**config.mk**
```make
export PLATFORM = sky130hd
export DESIGN_NAME = hart_mem_arbiter
export DESIGN_NICKNAME = d
export VERILOG_FILES = /design/src/rtl/hart_mem_arb_pkg.sv /design/src/rtl/hart_mem_arb_timer.sv /design/src/rtl/hart_mem_arbiter.sv
export SDC_FILE = /design/constraint.sdc
export NUM_CORES = 1
export LEC_CHECK = 0
export BUFFER_PORTS_ARGS = -buffer_cell sky130_fd_sc_hd__buf_2
export CAP_MARGIN = 20
export CORE_AREA = 2 2 109 111
export DETAILED_ROUTE_END_ITERATION = 6
export DIE_AREA = 0 0 111 113
export PLACE_DENSITY_LB_ADDON = 0.08
export SLEW_MARGIN = 5
export SYNTH_ARGS = -nofsm -noshare
export SYNTH_HDL_FRONTEND = slang
export SYNTH_SLANG_ARGS = --single-unit
```
**constraint.sdc**
```tcl
create_clock -name i_clk -period 3.5 [get_ports i_clk]
set_clock_uncertainty 0.15 [all_clocks]
set_input_delay 0.175 -clock i_clk [delete_from_list [all_inputs] [get_ports i_clk]]
set_output_delay 0.175 -clock i_clk [all_outputs]
set_load 0.02 [all_outputs]
```
**src/rtl/hart_mem_arb_pkg.sv**
```systemverilog
// Shared types for the hart memory arbiter:
// FSM states, transaction owner and the latched request bundle.
package hart_mem_arb_pkg;

  typedef enum logic [1:0] {
    ST_IDLE  = 2'd0,
    ST_REQ   = 2'd1,
    ST_WAIT  = 2'd2,
    ST_FLUSH = 2'd3
  } arb_state_e;

  typedef enum logic {
    OWN_I = 1'b0,
    OWN_D = 1'b1
  } owner_e;

  localparam logic [3:0] FETCH_MASK = 4'b1111;

  typedef struct packed {
    logic [31:0] addr;
    logic [31:0] wdata;
    logic [3:0]  mask;
    logic        wen;
  } mem_req_t;

endpackage

```
**src/rtl/hart_mem_arb_timer.sv**
```systemverilog
// Loadable saturating cycle counter; o_hit flags the limit.
// A LIMIT of zero never hits.
module hart_mem_arb_timer #(
  parameter int unsigned LIMIT = 255
) (
  input  logic i_clk,
  input  logic i_rst_n,
  input  logic i_clr,
  input  logic i_inc,
  output logic o_hit
);

  localparam int W = (LIMIT < 2) ? 1 : $clog2(LIMIT + 1);
  localparam logic [W-1:0] LIM = W'(LIMIT);

  logic [W-1:0] cnt_q, cnt_d;

  always_comb begin
    cnt_d = cnt_q;
    if (i_clr) begin
      cnt_d = '0;
    end else if (i_inc && (cnt_q != '1)) begin
      cnt_d = cnt_q + W'(1);
    end
  end

  always_ff @(posedge i_clk or negedge i_rst_n) begin
    if (!i_rst_n) begin
      cnt_q <= '0;
    end else begin
      cnt_q <= cnt_d;
    end
  end

  assign o_hit = (LIMIT != 0) && (cnt_q == LIM);

endmodule

```
**src/rtl/hart_mem_arbiter.sv**
```systemverilog
// Shares one variable-latency memory port between fetch and load/store,
// one outstanding transaction, with a timeout error response.
module hart_mem_arbiter
  import hart_mem_arb_pkg::*;
#(
  parameter bit          DMEM_PRIORITY = 1'b1,
  parameter int unsigned TIMEOUT       = 255
) (
  input  logic        i_clk,
  input  logic        i_rst_n,
  input  logic        i_ireq_valid,
  output logic        o_ireq_ready,
  input  logic [31:0] i_ireq_addr,
  output logic        o_iresp_valid,
  output logic        o_iresp_err,
  output logic [31:0] o_iresp_rdata,
  input  logic        i_dreq_valid,
  output logic        o_dreq_ready,
  input  logic [31:0] i_dreq_addr,
  input  logic        i_dreq_wen,
  input  logic [31:0] i_dreq_wdata,
  input  logic [3:0]  i_dreq_mask,
  output logic        o_dresp_valid,
  output logic        o_dresp_err,
  output logic [31:0] o_dresp_rdata,
  output logic        o_mem_valid,
  input  logic        i_mem_ready,
  output logic [31:0] o_mem_addr,
  output logic        o_mem_ren,
  output logic        o_mem_wen,
  output logic [31:0] o_mem_wdata,
  output logic [3:0]  o_mem_mask,
  input  logic        i_mem_rvalid,
  input  logic [31:0] i_mem_rdata
);

  arb_state_e state_q, state_d;
  owner_e     own_q, own_d;
  owner_e     last_q, last_d;
  mem_req_t   req_q, req_d;

  logic idle, pick_i, pick_d;
  logic in_req, resp_v, resp_err;
  logic t_clr, t_inc, t_hit;
  logic own_is_i, own_is_d;

  // readies are gated by reset so every output reads 0 while it is held
  assign idle   = (state_q == ST_IDLE) && i_rst_n;
  assign pick_d = i_dreq_valid &&
                  (!i_ireq_valid || DMEM_PRIORITY || (last_q == OWN_I));
  assign pick_i = i_ireq_valid && !pick_d;

  assign o_ireq_ready = idle && pick_i;
  assign o_dreq_ready = idle && pick_d;

  hart_mem_arb_timer #(
    .LIMIT(TIMEOUT)
  ) u_timer (
    .i_clk  (i_clk),
    .i_rst_n(i_rst_n),
    .i_clr  (t_clr),
    .i_inc  (t_inc),
    .o_hit  (t_hit)
  );

  always_comb begin
    state_d  = state_q;
    own_d    = own_q;
    last_d   = last_q;
    req_d    = req_q;
    t_clr    = 1'b0;
    t_inc    = 1'b0;
    resp_v   = 1'b0;
    resp_err = 1'b0;
    unique case (state_q)
      ST_IDLE: begin
        if (o_dreq_ready) begin
          req_d   = '{addr: i_dreq_addr, wdata: i_dreq_wdata,
                      mask: i_dreq_mask, wen: i_dreq_wen};
          own_d   = OWN_D;
          last_d  = OWN_D;
          state_d = ST_REQ;
        end else if (o_ireq_ready) begin
          req_d   = '{addr: i_ireq_addr, wdata: 32'h0,
                      mask: FETCH_MASK, wen: 1'b0};
          own_d   = OWN_I;
          last_d  = OWN_I;
          state_d = ST_REQ;
        end
      end
      ST_REQ: begin
        if (i_mem_ready) begin
          t_clr   = 1'b1;
          state_d = ST_WAIT;
        end
      end
      ST_WAIT: begin
        if (i_mem_rvalid) begin
          resp_v  = 1'b1;
          state_d = ST_IDLE;
        end else if (t_hit) begin
          resp_v   = 1'b1;
          resp_err = 1'b1;
          t_clr    = 1'b1;
          state_d  = ST_FLUSH;
        end else begin
          t_inc = 1'b1;
        end
      end
      ST_FLUSH: begin
        // the late response is swallowed; no grant until it arrives or we give up
        if (i_mem_rvalid || t_hit) begin
          state_d = ST_IDLE;
        end else begin
          t_inc = 1'b1;
        end
      end
      default: state_d = ST_IDLE;
    endcase
  end

  always_ff @(posedge i_clk or negedge i_rst_n) begin
    if (!i_rst_n) begin
      state_q <= ST_IDLE;
      own_q   <= OWN_I;
      last_q  <= OWN_I;
      req_q   <= '0;
    end else begin
      state_q <= state_d;
      own_q   <= own_d;
      last_q  <= last_d;
      req_q   <= req_d;
    end
  end

  assign in_req      = (state_q == ST_REQ);
  assign o_mem_valid = in_req;
  assign o_mem_addr  = in_req ? req_q.addr : 32'h0;
  assign o_mem_wdata = in_req ? req_q.wdata : 32'h0;
  assign o_mem_mask  = in_req ? req_q.mask : 4'h0;
  assign o_mem_ren   = in_req && !req_q.wen;
  assign o_mem_wen   = in_req && req_q.wen;

  assign own_is_i = (own_q == OWN_I);
  assign own_is_d = (own_q == OWN_D);

  assign o_iresp_valid = resp_v && own_is_i;
  assign o_iresp_err   = resp_err && own_is_i;
  assign o_iresp_rdata = (resp_v && !resp_err && own_is_i) ? i_mem_rdata : 32'h0;
  assign o_dresp_valid = resp_v && own_is_d;
  assign o_dresp_err   = resp_err && own_is_d;
  assign o_dresp_rdata = (resp_v && !resp_err && own_is_d) ? i_mem_rdata : 32'h0;

endmodule

```
## After elaboration in Yosys (flattened, before gate mapping)

Cells that the tools add are included.

| storage, ports and cells | value |
|---|---|
| register bits | 80 |
| input bits | 139 |
| word-level logic and storage cells | 70 |
| output and inout bits | 141 |

| operators by class | value |
|---|---|
| eq/ne operators | 9 |
| bitwise operators | 1 |
| reduce and logical (&&, ||, !) cells | 23 |
| $add $sub $neg | 1 |
| muxes and demuxes | 29 |

Operator list:

| cell | count |
|---|---|
| $mux 69 | 2 |
| $mux 32 | 4 |
| $mux 8 | 2 |
| $logic_and 1x1->1 | 14 |
| $mux 2 | 6 |
| $mux 1 | 11 |
| $add 8x1->8 const B | 1 |
| $eq 8x8->1 const B | 1 |
| $ne 8x8->1 const B | 1 |
| $pmux 2 s4 | 1 |
| $ne 3x3->1 const B | 2 |
| $eq 2x2->1 const B | 2 |
| $mux 4 | 1 |
| $ne 2x2->1 const B | 2 |
| $pmux 1 s2 | 2 |
| $reduce_and 4->1 | 1 |
| $reduce_bool 2->1 | 2 |
| $logic_not 1->1 | 3 |
| $eq 2x1->1 const B | 1 |
| $logic_not 2->1 | 1 |
| $reduce_and 2->1 | 1 |
| $logic_or 1x1->1 | 1 |
| $not 1->1 | 1 |

## Longest topological paths before layout

| depth | value |
|---|---|
| depth after elaboration | 8 |
| depth in mapped cells | 7 |
| depth with buffers taken out | 6 |

## By module

Synthesis repeated with hierarchy kept, for this count alone.

| unflattened totals | value |
|---|---|
| cells, all modules | 488 |
| area, all modules | 4362.9 µm² |

By module, submodules not included:

| module | area each (µm²) | times used | cells an instance | seq. area each (µm²) |
|---|---|---|---|---|
| hart_mem_arbiter | 3893.7 | 1 | 441 | 1801.7 |
| hart_mem_arb_timer | 469.2 | 1 | 47 | 200.2 |

## Worst setup path before layout

Ideal clock, no wire load.

| path | value |
|---|---|
| path type | register -> output |
| start | register u_timer.cnt_q[0] |
| end | output o_dresp_err |
| stages on the path, launching flop included | 5 |
| required time | 3175 ps |
| arrival time | 1614 ps |
| buffers on the path | 0 |
| slack | 1561 ps |
| path through | dfrtp_1 > ha_1 > nand4_2 > or4b_4 > nor2_1 |

| between the ends | value |
|---|---|
| word-level cells in the longest chain between the ends | 5 |

Ends and longest elaborated chain:

| item | line | source |
|---|---|---|
| from (decl) | hart_mem_arb_timer.sv:16 | `logic [W-1:0] cnt_q, cnt_d;` |
| from (signal assigned) | hart_mem_arb_timer.sv:31 | `cnt_q <= cnt_d;` |
| $eq 8x8->1 | hart_mem_arb_timer.sv:35 | `assign o_hit = (LIMIT != 0) && (cnt_q == LIM);` |
| $mux 1 | hart_mem_arbiter.sv:101 | `end else if (t_hit) begin` |
| $mux 1 | hart_mem_arbiter.sv:98 | `if (i_mem_rvalid) begin` |
| $mux 1 | hart_mem_arbiter.sv:75 | `unique case (state_q)` |
| $logic_and 1x1->1 | hart_mem_arbiter.sv:151 | `assign o_dresp_err = resp_err && own_is_d;` |
| to (decl) | hart_mem_arbiter.sv:24 | `output logic o_dresp_err,` |

No other way between the ends.

## Worst setup path in the final report

| path | value |
|---|---|
| start | register state_q[1] |
| end | output o_mem_addr[22] |

| between the ends | value |
|---|---|
| word-level cells in the longest chain between the ends | 2 |

Ends and longest elaborated chain:

| item | line | source |
|---|---|---|
| from (decl) | hart_mem_arbiter.sv:37 | `arb_state_e state_q, state_d;` |
| from (signal assigned) | hart_mem_arbiter.sv:129 | `state_q <= state_d;` |
| $eq 2x1->1 | hart_mem_arbiter.sv:136 | `assign in_req = (state_q == ST_REQ);` |
| $mux 32 | hart_mem_arbiter.sv:138 | `assign o_mem_addr = in_req ? req_q.addr : 32'h0;` |
| to (decl) | hart_mem_arbiter.sv:28 | `output logic [31:0] o_mem_addr,` |

No other way between the ends.

==> summary.txt <==
Outcome
  • Status: completed

STA
  • Highest clock frequency the design can meet: between 300 and 400 MHz
  • Final setup slack of the worst path: 0.925 ns
  • Worst hold margin: ~0.015 ns
  • Count of final setup violators: 0
  • Final period demand of the worst path: approximately 2.6 ns
  • Max-slew headroom: 46.1%
  • Transition at the pin with the smallest max-transition slack: 0.809 ns
  • Slew Limit Fails: 0
  • Number of hold violations in the final report: 0
  • Unrepaired setup endpoints after global routing: no
  • Post-Route Setup TNS: 0 ns
  • Portion of the clock cycle consumed by the worst path in the final layout: 73.6%

Clock network
  • Clock tree from TritonCTS: built
  • Count of H-tree levels built during CTS: 3
  • Clock root buffer: clkbuf_16
  • Clk_lat worst skew: 0.33 ns
  • Clock slew at reported path FFs: 0.07 ns
  • Number of buffers inserted during clock tree synthesis: 9
  • Number of sinks driven by the clock tree: 80
  • Maximum clock insertion buffer count: 2

Finish
  • Antenna Diode Count: 0
  • Final std cell area, no fill: 7150 um2
  • Proportion of layout cells with a drive suffix above 1: 36.4%
  • Fraction of the core area covered by cells at the end of the flow: 63.4%
  • Layout Nets: around 1,000
  • Flip-flop and latch area: between 2000 and 2500 um2
  • Fin cells: 995
  • Layout-stage area growth over the synthesis result: 65.3%
  • Number of fill cells: 952
  • Area of the multi-input gates: 2180 um2

Routing
  • Final wirelength: 15,000 um
  • Detailed route wirelength on metal2: 7460 um
  • Number of nets with antenna violations after routing: 0
  • Wire length the detailed router placed on met1: 6480 um
  • Residual DRC: 0
  • Detailed-routing iteration count for the pre-antenna-repair pass: 4
  • Vias per inst: 4.86
  • Post-DR wirelength/cell: approximately 15 um
  • DR iter-0 viols: 253
  • DR WL met3: 943 um
  • Uppermost routed layer: met4
  • Via Count: 4,834

Floorplan
  • Die footprint: between 10,000 and 15,000 um2
  • Core Footprint: 11,300 um2
  • Starting Density: a little under two fifths
  • Die extent in x: 111 um
  • Ports: 280
  • Cell row count: 39
  • Die Span Y: 113 um

Logic synthesis
  • Fraction of post-synthesis cell area in the top cell type by area: 46.3%
  • Post-synthesis sequential area ratio: a little under half
  • Cell types occupying the most area after synthesis: dfrtp_1, and2_1, a22o_1, nand2_1, a31oi_1
  • Largest family of logic cells by synthesized area: simple AND/OR/NAND/NOR gates
  • Mux share of post-synthesis cell area: 0.925%
  • Number of flip-flops and latches in the synthesized netlist: 80
  • Share of flip-flops with an asynchronous set or reset: 100%
  • Parity-gate share of the synthesized area counting xor and xnor cells: less than 1%
  • Synthesized area per cell: 8.98 um2
  • Post-synth net total: 627
  • Most used DFF post-synth: dfrtp_1
  • Synth Area in Compound Gates: between 10 and 15%
  • Count of different cell masters after synthesis: 35
  • Adder-cell share of the synthesized area: 1.74%
  • Synthesized cell area: 4330 um2
  • Number of synthesized flops with an enable pin: 0
  • Synth warn: 0
  • Largest area contributor in the netlist: dfrtp_1
  • Gate count of the mapped netlist: 482
  • Simple-gate share of the synthesized area: around a third

Placed design
  • Placement Setup Slack: 1.26 ns
  • Number of buffers inserted by port buffering: 279
  • Area after DPL: 5840 um2
  • Post-Place Cells: 878
  • Detailed Place HPWL: between 10,000 and 15,000 um
  • Routability cong.: 0.820

Global route
  • Residual overflow from global routing: 0
  • Global Route Usage Sum: 23.2%
  • Global-route wire length before repair: around 24,000 um
  • Pin count of the biggest net entering global routing: approximately 70
  • Via count of the first global-routing pass: 4,644
  • Initial antenna violation count: 0

Power and ir drop
  • Total leakage power: 3.91 nW
  • Total net switching power: just under 2 mW
  • Combinational group share of total power: 49.1%
  • Worst vdd rail ir drop: just under 0.4 mV
  • Pwr dens: 696 nW/um2
  • Part of the power in the clock network: 19.3%
  • Switching Share: approximately two fifths
  • Relative contribution of sequential cells to total power: between 30% and 40%
  • Overall Power: approximately 5 mW
  • Total internal power: 3.03 mW

Worst setup path
  • Termination of the worst setup path: o_mem_addr[22]
  • Maximum fanout along the worst path: 46
  • Reg-to-reg slack, setup: 0.94 ns
  • Crit path launch: state_q[1]
  • Required time of the critical path: 3.17 ns
  • Arr. time, crit path: 2.25 ns
  • Number of cells on the worst reg-to-reg path: 7
  • Crit start category: flop
  • Setup Crit Path Kind: flop to primary output
  • Beginning of the worst register-to-register path: state_q[0]
  • Crit Reg-Reg Endpoint: req_q[53]
  • Endpoint kind of the worst setup timing path: primary output

Min path
  • Worst min-delay path class: primary input to flop
  • Launch point of the worst hold path: i_dreq_addr[17]

Job
  • Max-capacitance violation count: 0
[routing by layer]
metal  up-vias  GRT usage, %
li1       2346             -
met1      2282          30.2
met2       194          40.8
met3        12          3.96
met4         0          5.08
met5         -             0
[placed cells by master, fill, tap and decap left out, types with 3 or more instances in the layout]
cell type,instances
clkbuf_16,9
ha_1,5
o22a_1,4
xor2_1,3
nor2_1,45
mux2i_1,4
buf_2,278
clkinvlp_4,3
inv_1,4
dlygate4sd3_1,101
and2_1,134
buf_4,8
o21ai_0,3
a31oi_1,32
dfrtp_1,80
nand3_1,3
nand2_1,71
a22o_1,33
[timing repair]
item | CTS | global route
resized for setup | 0 | 0
endpoints found under the hold margin | 86 | 0
hold buffers | 101 | 0
buffers inserted | 0 | 0
[sequential cells by signal, summed over array words and instances (netlist names)]
signal,count
req_q,69
u_timer.cnt_q,8
state_q,2
own_is_d,1
[power by group through the flow]
stage / combinational [mW] / clock (mW) / sequential (mW)
final: 2.44 / 0.962 / 1.57
after global routing: 2.66 / 1.03 / 1.61
after CTS: 2.44 / 0.984 / 1.56
after detailed placement: 2.07 / 0 / 1.57
after global placement: 2.03 / 0 / 1.57
after floorplan: 1.44 / 0 / 1.49
[cells in the mapped netlist, drive strengths merged (2+ instances only)]
cell type and instances:
nor2 46, o22a 4, clkinv 2, a31oi 32
mux2i 4, ha 6, nand2 71, a21oi 2
inv 4, a22o 33, nor2b 2, nand3 4
and3 2, dfrtp 80, xor2 3, and2 134
nand4 3, o21ai 4, clkbuf 28, buf 5
[final cells by class]
cell class | instances | share of cell area [%]
Timing Repair Buffer | 387 | 34.4
Multi-Input combinational cell | 363 | 30.5
Sequential cell | 80 | 28.0
Clock buffer | 9 | 3.15
Tap cell | 143 | 2.50
Clock inverter | 7 | 1.10
Inverter | 6 | 0.315
[worst max-delay path, stage by stage, from the launching register on]
cell and delay, ns:
dfrtp_1 0.41, inv_1 0.13, ha_2 0.67, buf_4 0.36
and2_1 0.17, buf_2 0.16
[worst min-delay path by stage]
stage / cells past startpoint / slack [ns] / endpoint
after floorplan: 0 / -0.27 / own_is_d
after global placement: 1 / -0.08 / req_q[51]
after detailed placement: 1 / -0.07 / req_q[51]
after CTS: 3 / 0.006 / req_q[54]
after global routing: 3 / 0.03 / req_q[54]
final: 3 / 0.01 / req_q[54]
[logic make-up after synthesis]
kind of cell | count (synthesis)
xor gates and xnor gates | 3
muxes | 4
and+or+nand+nor | 268
AOI/OAI and AO/OA | 82
DFF | 80
buffers and inverters | 39
adders and majority gates | 6
(Power assumes the default switching activity.)
